$ cat src/rtl/mux4_rr_arbiter.sv
// Round-robin arbiter for four requesters sharing one 4:1 datapath mux.
// Produces a registered one-hot grant, mux select, busy flag and a hold-limit timeout pulse.
module mux4_rr_arbiter #(
  parameter int MAX_HOLD   = 16,
  parameter int PRIO_RESET = 0
) (
  input  logic       clk_i,
  input  logic       rst_i,
  input  logic [3:0] req_i,
  input  logic       done_i,
  output logic [3:0] gnt_o,
  output logic [1:0] sel_o,
  output logic       busy_o,
  output logic       timeout_o
);

  localparam int             HW        = (MAX_HOLD > 1) ? $clog2(MAX_HOLD) : 1;
  localparam logic [HW-1:0]  HOLD_LAST = HW'(MAX_HOLD - 1);
  localparam logic [1:0]     PTR_RST   = 2'(PRIO_RESET);

  typedef enum logic {IDLE, GRANT} state_e;

  state_e        state_q;
  logic [3:0]    gnt_q;
  logic [1:0]    sel_q;
  logic [1:0]    ptr_q;
  logic [HW-1:0] hold_q;
  logic          timeout_q;

  logic [1:0]    win_d;
  logic [HW-1:0] hold_d;
  logic          rel_early;
  logic          rel_limit;

  // First requester at or after the pointer, wrapping modulo 4.
  function automatic logic [1:0] rr_pick(input logic [3:0] req, input logic [1:0] ptr);
    logic [1:0] idx;
    logic       found;
    rr_pick = ptr;
    found   = 1'b0;
    for (int k = 0; k < 4; k++) begin
      idx = ptr + 2'(k);
      if (!found && req[idx]) begin
        rr_pick = idx;
        found   = 1'b1;
      end
    end
  endfunction

  assign win_d     = rr_pick(req_i, ptr_q);
  assign hold_d    = hold_q + HW'(1);
  assign rel_early = done_i | ~req_i[sel_q];
  assign rel_limit = (hold_q == HOLD_LAST);

  always_ff @(posedge clk_i) begin
    if (rst_i) begin
      state_q   <= IDLE;
      gnt_q     <= 4'b0000;
      sel_q     <= 2'd0;
      ptr_q     <= PTR_RST;
      hold_q    <= '0;
      timeout_q <= 1'b0;
    end else begin
      case (state_q)
        IDLE: begin
          timeout_q <= 1'b0;
          if (|req_i) begin
            state_q <= GRANT;
            gnt_q   <= 4'b0001 << win_d;
            sel_q   <= win_d;
            hold_q  <= '0;
          end
        end
        GRANT: begin
          // Any release cause ends the grant once; TIMEOUT flags the hold limit acting alone.
          if (rel_early || rel_limit) begin
            state_q   <= IDLE;
            gnt_q     <= 4'b0000;
            ptr_q     <= sel_q + 2'd1;
            hold_q    <= '0;
            timeout_q <= rel_limit & ~rel_early;
          end else begin
            hold_q <= hold_d;
          end
        end
      endcase
    end
  end

  assign gnt_o     = gnt_q;
  assign sel_o     = sel_q;
  assign busy_o    = |gnt_q;
  assign timeout_o = timeout_q;

endmodule

$ cat config.mk
export PLATFORM = sky130hd
export DESIGN_NAME = mux4_rr_arbiter
export DESIGN_NICKNAME = d
export VERILOG_FILES = /design/src/rtl/mux4_rr_arbiter.sv
export SDC_FILE = /design/constraint.sdc
export NUM_CORES = 1
export LEC_CHECK = 0
export BUFFER_PORTS_ARGS = -buffer_cell sky130_fd_sc_hd__buf_2
export CAP_MARGIN = 10
export CELL_PAD_IN_SITES_DETAIL_PLACEMENT = 1
export CELL_PAD_IN_SITES_GLOBAL_PLACEMENT = 1
export CORE_MARGIN = 4
export CORE_UTILIZATION = 41
export DETAILED_ROUTE_END_ITERATION = 10
export PLACE_DENSITY_LB_ADDON = 0.1
export RECOVER_POWER = 100
export SYNTH_ARGS = -nofsm -noshare
export SYNTH_HDL_FRONTEND = slang
export SYNTH_SLANG_ARGS = --single-unit
$ cat constraint.sdc
create_clock -name clk_i -period 4.8 [get_ports clk_i]
set_input_delay 0.24 -clock clk_i [delete_from_list [all_inputs] [get_ports clk_i]]
set_output_delay 0.24 -clock clk_i [all_outputs]
set_load 0.03 [all_outputs]
==> results of run 1 <==
-- through the flow --
step,std cells,util,total power [mW]
after floorplan,86,-,0.184
after global placement,122,0.483,0.201
after detailed placement,122,0.483,0.202
after CTS,126,0.504,0.288
after global routing,126,0.498,0.299
final,126,0.498,0.284
-- area by class of cell --
| class | count | area, µm² | share of cell area |
|---|---|---|---|
| Clock buffer | 4 | 36.3 | 0.0422 |
| Inverter | 5 | 18.8 | 0.0218 |
| Multi-Input combinational cell | 64 | 433 | 0.504 |
| Sequential cell | 14 | 280 | 0.326 |
| Tap cell | 25 | 31.3 | 0.0364 |
| Timing Repair Buffer | 14 | 60.1 | 0.0699 |
-- worst max path at each step --
stage | slack [ps] | from | to
after floorplan | 3010 | sel_o[1] | gnt_o[0]
after global routing | 2990 | sel_o[1] | ptr_q[1]
after CTS | 3090 | sel_o[1] | gnt_o[1]
final | 3080 | sel_o[1] | gnt_o[1]
after global placement | 3160 | sel_o[1] | gnt_o[3]
after detailed placement | 3110 | sel_o[1] | gnt_o[1]
-- power groups by stage --
stage          clock, mW  combinational (mW)  sequential, mW
2_1_floorplan          0              0.0427           0.141
3_3_place_gp           0              0.0654           0.135
3_5_place_dp           0              0.0663           0.136
4_1_cts           0.0880              0.0666           0.133
5_1_grt           0.0931              0.0710           0.135
6_report          0.0859              0.0644           0.133
-- layout by cell type (no fill, tap or decap), types with 5 or more instances in the layout --
cell type / instances
inv_1: 5
nand3_1: 5
nor2_1: 6
nand2_1: 7
dfxtp_1: 14
clkbuf_1: 8
buf_2: 6
a21oi_1: 6
-- routing by layer --
metal / routed length, µm / vias to the layer above / global-route usage
met5: 0 / - / 0
met2: 797 / 10 / 0.243
met1: 890 / 349 / 0.209
li1: - / 353 / -
met4: 20 / 0 / 0.0673
met3: 76 / 4 / 0.0356
-- sequential cells by signal (all words and copies together) (netlist names) --
register	cells
ptr_q	2
hold_q	4
sel_o	2
gnt_o	4
timeout_o	1
state_q	1
-- kinds of logic (layout without fill, tap and decap cells) --
family                     Yosys count  count (layout)
DFF                                 14              14
AOI/OAI and AO/OA                   32              32
adders and majority gates            1               1
muxes                                3               3
buffers and inverters                8              23
xor gates and xnor gates             1               1
and+or+nand+nor                     27              27
==> flow_summary.json, run 1 <==
{
  "final_max_slew_viol_count": 0,
  "synth_top_family_by_area": "compound AO/OA/AOI/OAI gates",
  "hold_path_startpoint": "rst_i",
  "critPathKind": "reg -> reg",
  "tritoncts": "done",
  "worst_slack_ps": 3080,
  "max_slew.worst_pin.slew_ps": 450,
  "syn-cell-area_um2": 751,
  "ys_ff_latch": 14,
  "hold_viol": 0,
  "maxSlewHeadroom": 0.698,
  "port_buffers": 14,
  "crit_required_ps": 4980,
  "synth_fa_ha_area_frac": 0.0167,
  "worstPathCellList": "mux2_1 -> a22o_1 -> a31o_2 -> a32o_1",
  "yosysTopAreaCellShare": 0.373,
  "synthDistinctLibCells": 33,
  "max_freq_mhz": 582,
  "place_area_um2": 833,
  "whs_ps": 230,
  "synth-seq-area-share": 0.373,
  "io_pins": 15,
  "grt_use_total": 0.157,
  "critPathCaptureType": "flop",
  "num-fill-cells": 219,
  "die-height_um": 50.8,
  "ctsResizeCount": 0,
  "sw_frac_of_total": 0.317,
  "yosysMostFrequentCell": "dfxtp_1",
  "synth-edff-count": 0,
  "drive_above_1_share": 0.139,
  "routed_wirelength_mm": 1.78,
  "setup_violations": 0,
  "path_clk_slew_ps": 90,
  "synth_warnings": 0,
  "power.internal_mw": 0.194,
  "worst-path-buf-inv": 0,
  "grt_overflow": 0,
  "hold_buffers": 0,
  "worstHoldPathCells": 2,
  "rrSetupSlack_ps": 3080,
  "clock-sinks": 14,
  "grt_max_degree": 10,
  "synth_compound_area_frac": 0.308,
  "peakVddDrop_mv": 0.191,
  "r2r-end": "gnt_o[1]",
  "cts_buffers": 3,
  "synth.area.top_cells": "dfxtp_1 (37%), a32o_1 (5.3%), a21oi_1 (4.0%)",
  "dieArea_um2": 2580,
  "cp.arrival_ps": 1900,
  "synth_common_cells": "dfxtp_1 (14), nand2_1 (7), a21oi_1 (6), nor2_1 (6)",
  "start_util": 0.435,
  "antenna_left": 0,
  "rsz0062_at_grt": "no",
  "drtIter0Drc": 14,
  "period_needed_ps": 1720,
  "synthCells": 86,
  "crit_family": "compound AO/OA/AOI/OAI gates",
  "post-route-period-util": 0.358,
  "hp-class": "in -> reg",
  "grt_pass1_vias": 666,
  "dr_total_vias": 716,
  "hpwl_mm": 1.38,
  "muxShareOfSynthArea": 0.0483,
  "htreeDepth": 1,
  "dieWidth_um": 50.8,
  "power.switching_mw": 0.0899,
  "clockBufferDepth": 2,
  "p_leak_nw": 0.309,
  "remaining_drc_errors": 0,
  "p_seq_frac": 0.470,
  "antenna_found_initial": 0,
  "n_antenna_cell": 0,
  "avgSynthCellArea_um2": 8.73,
  "core_um2": 1730,
  "worstSkewPairLatency_ps": 280,
  "nets": 110,
  "reg2reg_depth": 4,
  "place.gp.congestion": 0.738,
  "finalSetupTns_ps": 0,
  "postCtsSetupBuffers": 0,
  "avgRoutedWirePerCell_um": 14.2,
  "num_rows": 15,
  "clk_root_buffer_cell": "clkbuf_4",
  "final_area_um2": 860,
  "routed_via_density": 5.68,
  "ys.flop_type": "dfxtp_1",
  "syn_nets": 94,
  "yosysTopAreaCell": "dfxtp_1",
  "synthSimpleGateAreaFrac": 0.192,
  "firstDrtPassIters": 4,
  "crit_cells": 4,
  "finalClockSkew_ps": 0.884,
  "crit_path_start_kind": "flop",
  "hold_path_end": "sel_o[0]",
  "critPathMaxStageDelay_ps": 440,
  "preCtsSetupSlack_ps": 3110,
  "syn_to_final_growth_pct": 14.5,
  "clkPwrFrac": 0.303,
  "crit_path_max_fanout": 9,
  "r2r-start": "sel_o[1]",
  "synth-async-reset-ratio": 0,
  "grt_pass1_wl_mm": 3.07,
  "maxCapViolations": 0,
  "power_frac_comb": 0.227,
  "synth_xor_area_frac": 0.0117,
  "status": "completed",
  "p_per_area_nw_per_um2": 330,
  "crit_path_top_delay_cell": "dfxtp_1"
}
Note: power is estimated with default switching activity, not from simulation.
==> run 2: changes to the inputs <==
- CORE_UTILIZATION: 41 -> 35
- clock period: 4.8 -> 1.4 ns (I/O delays scaled with it)
==> flow_summary.json, run 2 (synthesis gave the netlist of run 1 again) <==
{
  "worst-path-buf-inv": 0,
  "hold_buffers": 0,
  "routed_via_density": 5.41,
  "failed_checks": "setup timing",
  "hold_viol": 0,
  "dr_total_vias": 747,
  "n_antenna_cell": 0,
  "status": "complete, but fails checks",
  "worst_slack_ps": -88.3,
  "hold_path_end": "ptr_q[0]",
  "critPathCaptureType": "flop",
  "post-route-period-util": 1.06,
  "r2r-start": "sel_o[1]",
  "die-height_um": 54.3,
  "hpwl_mm": 1.52,
  "firstDrtPassIters": 6,
  "drtIter0Drc": 9,
  "grt_max_degree": 9,
  "cts_buffers": 3,
  "num_rows": 16,
  "hold_path_startpoint": "rst_i",
  "final_max_slew_viol_count": 0,
  "antenna_left": 0,
  "period_needed_ps": 1490,
  "dpl.cell_count": 134,
  "critPathMaxStageDelay_ps": 380,
  "rsz0062_at_grt": "yes",
  "path_clk_slew_ps": 90,
  "routed_wirelength_mm": 2.04,
  "whs_ps": 79.8,
  "start_util": 0.375,
  "dieWidth_um": 54.3,
  "clk_root_buffer_cell": "clkbuf_4",
  "avgRoutedWirePerCell_um": 14.7,
  "rrSetupSlack_ps": -90,
  "finalClockSkew_ps": 1.89,
  "crit_path_start_kind": "flop",
  "max_slew.worst_pin.slew_ps": 493,
  "place.gp.congestion": 0.737,
  "remaining_drc_errors": 0,
  "core_um2": 2000,
  "worstSkewPairLatency_ps": 280,
  "fin_cells": 138,
  "critPathKind": "reg -> reg",
  "drive_above_1_share": 0.288,
  "layout_common_cells": "dfxtp_1 (12), buf_4 (10), nand2_1 (7), clkbuf_1 (7)",
  "maxCapViolations": 0,
  "crit_required_ps": 1580,
  "cp.arrival_ps": 1660,
  "hp-class": "in -> reg",
  "grt_pass1_vias": 737,
  "dieArea_um2": 2950,
  "grt_pass1_wl_mm": 3.26,
  "setup_violations": 9,
  "htreeDepth": 1,
  "num-fill-cells": 242,
  "p_leak_nw": 0.375,
  "clock-sinks": 14,
  "crit_family": "compound AO/OA/AOI/OAI gates",
  "syn_to_final_growth_pct": 31.5,
  "clockBufferDepth": 2,
  "final_common_cell": "dfxtp_1",
  "max_freq_mhz": 672,
  "crit_path_max_fanout": 4,
  "worstHoldPathCells": 2,
  "reg2reg_depth": 4,
  "crit_path_start": "sel_o[1]",
  "maxSlewHeadroom": 0.669,
  "grt_overflow": 0,
  "tritoncts": "done",
  "grt_use_total": 0.154,
  "worstPathCellList": "mux2_1 -> a22o_4 -> a31o_4 -> a32o_1",
  "nets": 120,
  "peakVddDrop_mv": 0.572,
  "crit_path_top_delay_cell": "dfxtp_4",
  "final_util": 0.493,
  "p_per_area_nw_per_um2": 1040,
  "postCtsSetupBuffers": 0,
  "r2r-end": "gnt_o[0]",
  "port_buffers": 14,
  "io_pins": 15,
  "antenna_found_initial": 0
}
==> run 2: through the flow <==
step / setup TNS (ps) / instance area (µm²) / power [mW] / worst slack (ps)
2_1_floorplan: -935 / 754 / 0.631 / -179
3_3_place_gp: -307 / 915 / 0.712 / -53.3
3_5_place_dp: -513 / 915 / 0.717 / -80.1
4_1_cts: -525 / 960 / 1.02 / -79.7
5_1_grt: -1100 / 987 / 1.09 / -135
6_report: -580 / 987 / 1.03 / -88.3
==> run 2: what timing repair did <==
| action | CTS | global route |
|---|---|---|
| endpoints found under the setup margin | 11 | 12 |
| gates resized for setup | 1 | 9 |
| pin swaps | 1 | 0 |
| hold endpoints to repair | 0 | 0 |
==> run 2: worst max path at each step <==
stage,cells past startpoint,to
floorplan,5,gnt_o[3]
global placement,4,gnt_o[1]
detailed placement,4,gnt_o[0]
CTS,4,gnt_o[0]
global route,5,state_q
finish,4,gnt_o[0]
==> run 2: layout make-up <==
| class | instances | area, µm² | area share |
|---|---|---|---|
| Clock buffer | 4 | 36.3 | 0.0368 |
| Multi-Input combinational cell | 64 | 470 | 0.477 |
| Timing Repair Buffer | 24 | 143 | 0.144 |
| Inverter | 5 | 18.8 | 0.0190 |
| Tap cell | 27 | 33.8 | 0.0342 |
| Sequential cell | 14 | 285 | 0.289 |
==> run 2: where the power goes <==
group          internal [mW]  leakage [nW]  switching (mW)
logic                  0.123         0.239           0.162
clock network          0.158        0.0210           0.134
registers              0.425         0.115          0.0277
total                  0.706         0.375           0.324
==> run 2: metal layers <==
metal	routed length (µm)	up-vias	track usage
met1	1030	361	0.215
met2	925	10	0.233
met3	68	2	0.0245
met4	10	0	0.0622
met5	0	-	0
li1	-	374	-
==> run 3: changes to the inputs <==
- ABC_AREA: not set -> 1
- CORE_ASPECT_RATIO: not set -> 2
- CORE_UTILIZATION: 35 -> 39
- clock period: 1.4 -> 1.55 ns (I/O delays scaled with it)
==> flow_summary.json, run 3 <==
{
  "remaining_drc_errors": 0,
  "crit_path_start_kind": "flop",
  "final_max_slew_viol_count": 0,
  "failed_checks": "setup timing",
  "port_buffers": 14,
  "cp.arrival_ps": 1760,
  "finalClockSkew_ps": 3.20,
  "place.gp.congestion": 0.859,
  "grt_pass1_wl_mm": 5.80,
  "max_freq_mhz": 635,
  "hold_viol": 0,
  "syn_to_final_growth_pct": 50.7,
  "hp-class": "in -> reg",
  "p_per_area_nw_per_um2": 1140,
  "synthDistinctLibCells": 26,
  "dieWidth_um": 44.9,
  "post-route-period-util": 1.02,
  "setup_violations": 4,
  "whs_ps": 22.6,
  "synth-edff-count": 0,
  "cts_buffers": 3,
  "ys.flop_type": "dfxtp_1",
  "drive_above_1_share": 0.508,
  "preCtsSetupSlack_ps": -51.1,
  "worstSkewPairLatency_ps": 240,
  "start_util": 0.414,
  "nets": 208,
  "antenna_found_initial": 0,
  "grt_max_degree": 12,
  "clockBufferDepth": 2,
  "antenna_left": 0,
  "crit_required_ps": 1730,
  "ys_ff_latch": 14,
  "synth_warnings": 0,
  "final_common_cell": "nand2_1",
  "hpwl_mm": 2.84,
  "syn-cell-area_um2": 1060,
  "firstDrtPassIters": 4,
  "maxCapViolations": 0,
  "synth-async-reset-ratio": 0,
  "htreeDepth": 1,
  "period_needed_ps": 1570,
  "multiInputGateArea_um2": 918,
  "grt_pass1_vias": 1320,
  "critPathCaptureType": "flop",
  "routed_wirelength_mm": 3.97,
  "dieArea_um2": 3680,
  "grt_overflow": 0,
  "peakVddDrop_mv": 0.669,
  "p_leak_nw": 0.765,
  "synth-seq-area-share": 0.264,
  "tritoncts": "done",
  "status": "complete, but fails checks",
  "worst_slack_ps": -24.4,
  "n_antenna_cell": 0,
  "syn_nets": 176,
  "dr_total_vias": 1227,
  "avgSynthCellArea_um2": 6.33,
  "num_rows": 26,
  "grt_use_total": 0.207,
  "die-height_um": 81.9,
  "rsz0062_at_grt": "yes",
  "yosysTopAreaCell": "dfxtp_1",
  "drtIter0Drc": 14,
  "critPathKind": "reg -> reg",
  "hold_buffers": 0,
  "maxSlewHeadroom": 0.679,
  "clock-sinks": 14,
  "path_clk_slew_ps": 60,
  "synth.area.top_cells": "dfxtp_1 (26%), nand2_1 (20%), nand3_1 (8.0%)",
  "ff_latch_area_um2": 289,
  "synth_common_cells": "nand2_1 (57), nand3_1 (17), dfxtp_1 (14), inv_1 (14), nand2_2 (10)",
  "core_um2": 2570,
  "max_slew.worst_pin.slew_ps": 480,
  "avgRoutedWirePerCell_um": 17.5,
  "crit_path_max_fanout": 4,
  "finalSetupTns_ps": -30.7,
  "num-fill-cells": 316,
  "yosysMostFrequentCell": "nand2_1",
  "yosysTopAreaCellShare": 0.264,
  "synthCells": 168,
  "clk_root_buffer_cell": "clkbuf_8",
  "io_pins": 15,
  "layout_common_cells": "nand2_1 (26), nand2_2 (22), nand2_4 (19), buf_4 (16)",
  "routed_via_density": 5.41
}
[run 3: routing by layer]
| metal | up-vias | track usage | routed length (µm) |
|---|---|---|---|
| li1 | 597 | - | - |
| met2 | 18 | 0.415 | 2460 |
| met4 | 0 | 0.0938 | 117 |
| met5 | - | 0 | 0 |
| met1 | 601 | 0.191 | 1340 |
| met3 | 11 | 0.0263 | 46 |
[run 3: timing repair]
action	in CTS	in global routing
resized for setup	9	70
pin swaps	2	30
cloned	0	0
buffers inserted	2	8
endpoints found under the setup margin	7	12
[run 3: critical path, stage by stage (launching register included)]
cell,delay (ps)
dfxtp_4,400
buf_6,140
nand2_4,50
nand2_4,100
nand2_2,80
nand2_4,90
nand2_4,70
nand2_2,60
nand2_2,60
nand2_2,70
nand2_2,70
nor2_4,130
nand2_2,70
a21oi_2,120
[run 3: worst paths after layout]
kind         slack [ps]  cells past startpoint   endpoint  startpoint
max                 -20                     13   gnt_o[2]    ptr_q[0]
min                  20                      2  timeout_o      done_i
max reg2reg         -20                     13   gnt_o[2]    ptr_q[0]
min reg2reg         510                      2  hold_q[2]   hold_q[2]
[run 3: cell type report]
| cell class | count | area share |
|---|---|---|
| repair buffers | 32 | 0.133 |
| multi-input cells | 129 | 0.573 |
| inverters | 20 | 0.0578 |
| flip-flops and latches | 14 | 0.180 |
| well taps | 28 | 0.0219 |
| clock buffers | 4 | 0.0343 |
[run 3: where the power goes]
part	internal (mW)	switching, mW	leakage, nW	total [mW]
registers	0.402	0.0478	0.116	0.450
logic	0.374	0.643	0.620	1.02
clock network	0.225	0.128	0.0288	0.353
total	1.00	0.818	0.765	1.82
[run 3: per-stage QoR]
step                       util  total power, mW  area (µm²)  std cells
after floorplan               -            0.938        1060        168
after global placement    0.464             1.10        1190        213
after detailed placement  0.464             1.13        1190        213
after CTS                 0.501             1.53        1290        219
after global routing      0.624             1.93        1600        227
final                     0.624             1.82        1600        227
[run 3: logic make-up (layout without fill, tap and decap cells)]
kind of cell | after synthesis | in the layout | synth area share
and+or+nand+nor | 102 | 102 | 0.467
buffers and inverters | 25 | 56 | 0.109
AOI/OAI and AO/OA | 24 | 24 | 0.132
DFF | 14 | 14 | 0.264
xor gates and xnor gates | 2 | 2 | 0.0165
adders and majority gates | 1 | 1 | 0.0118
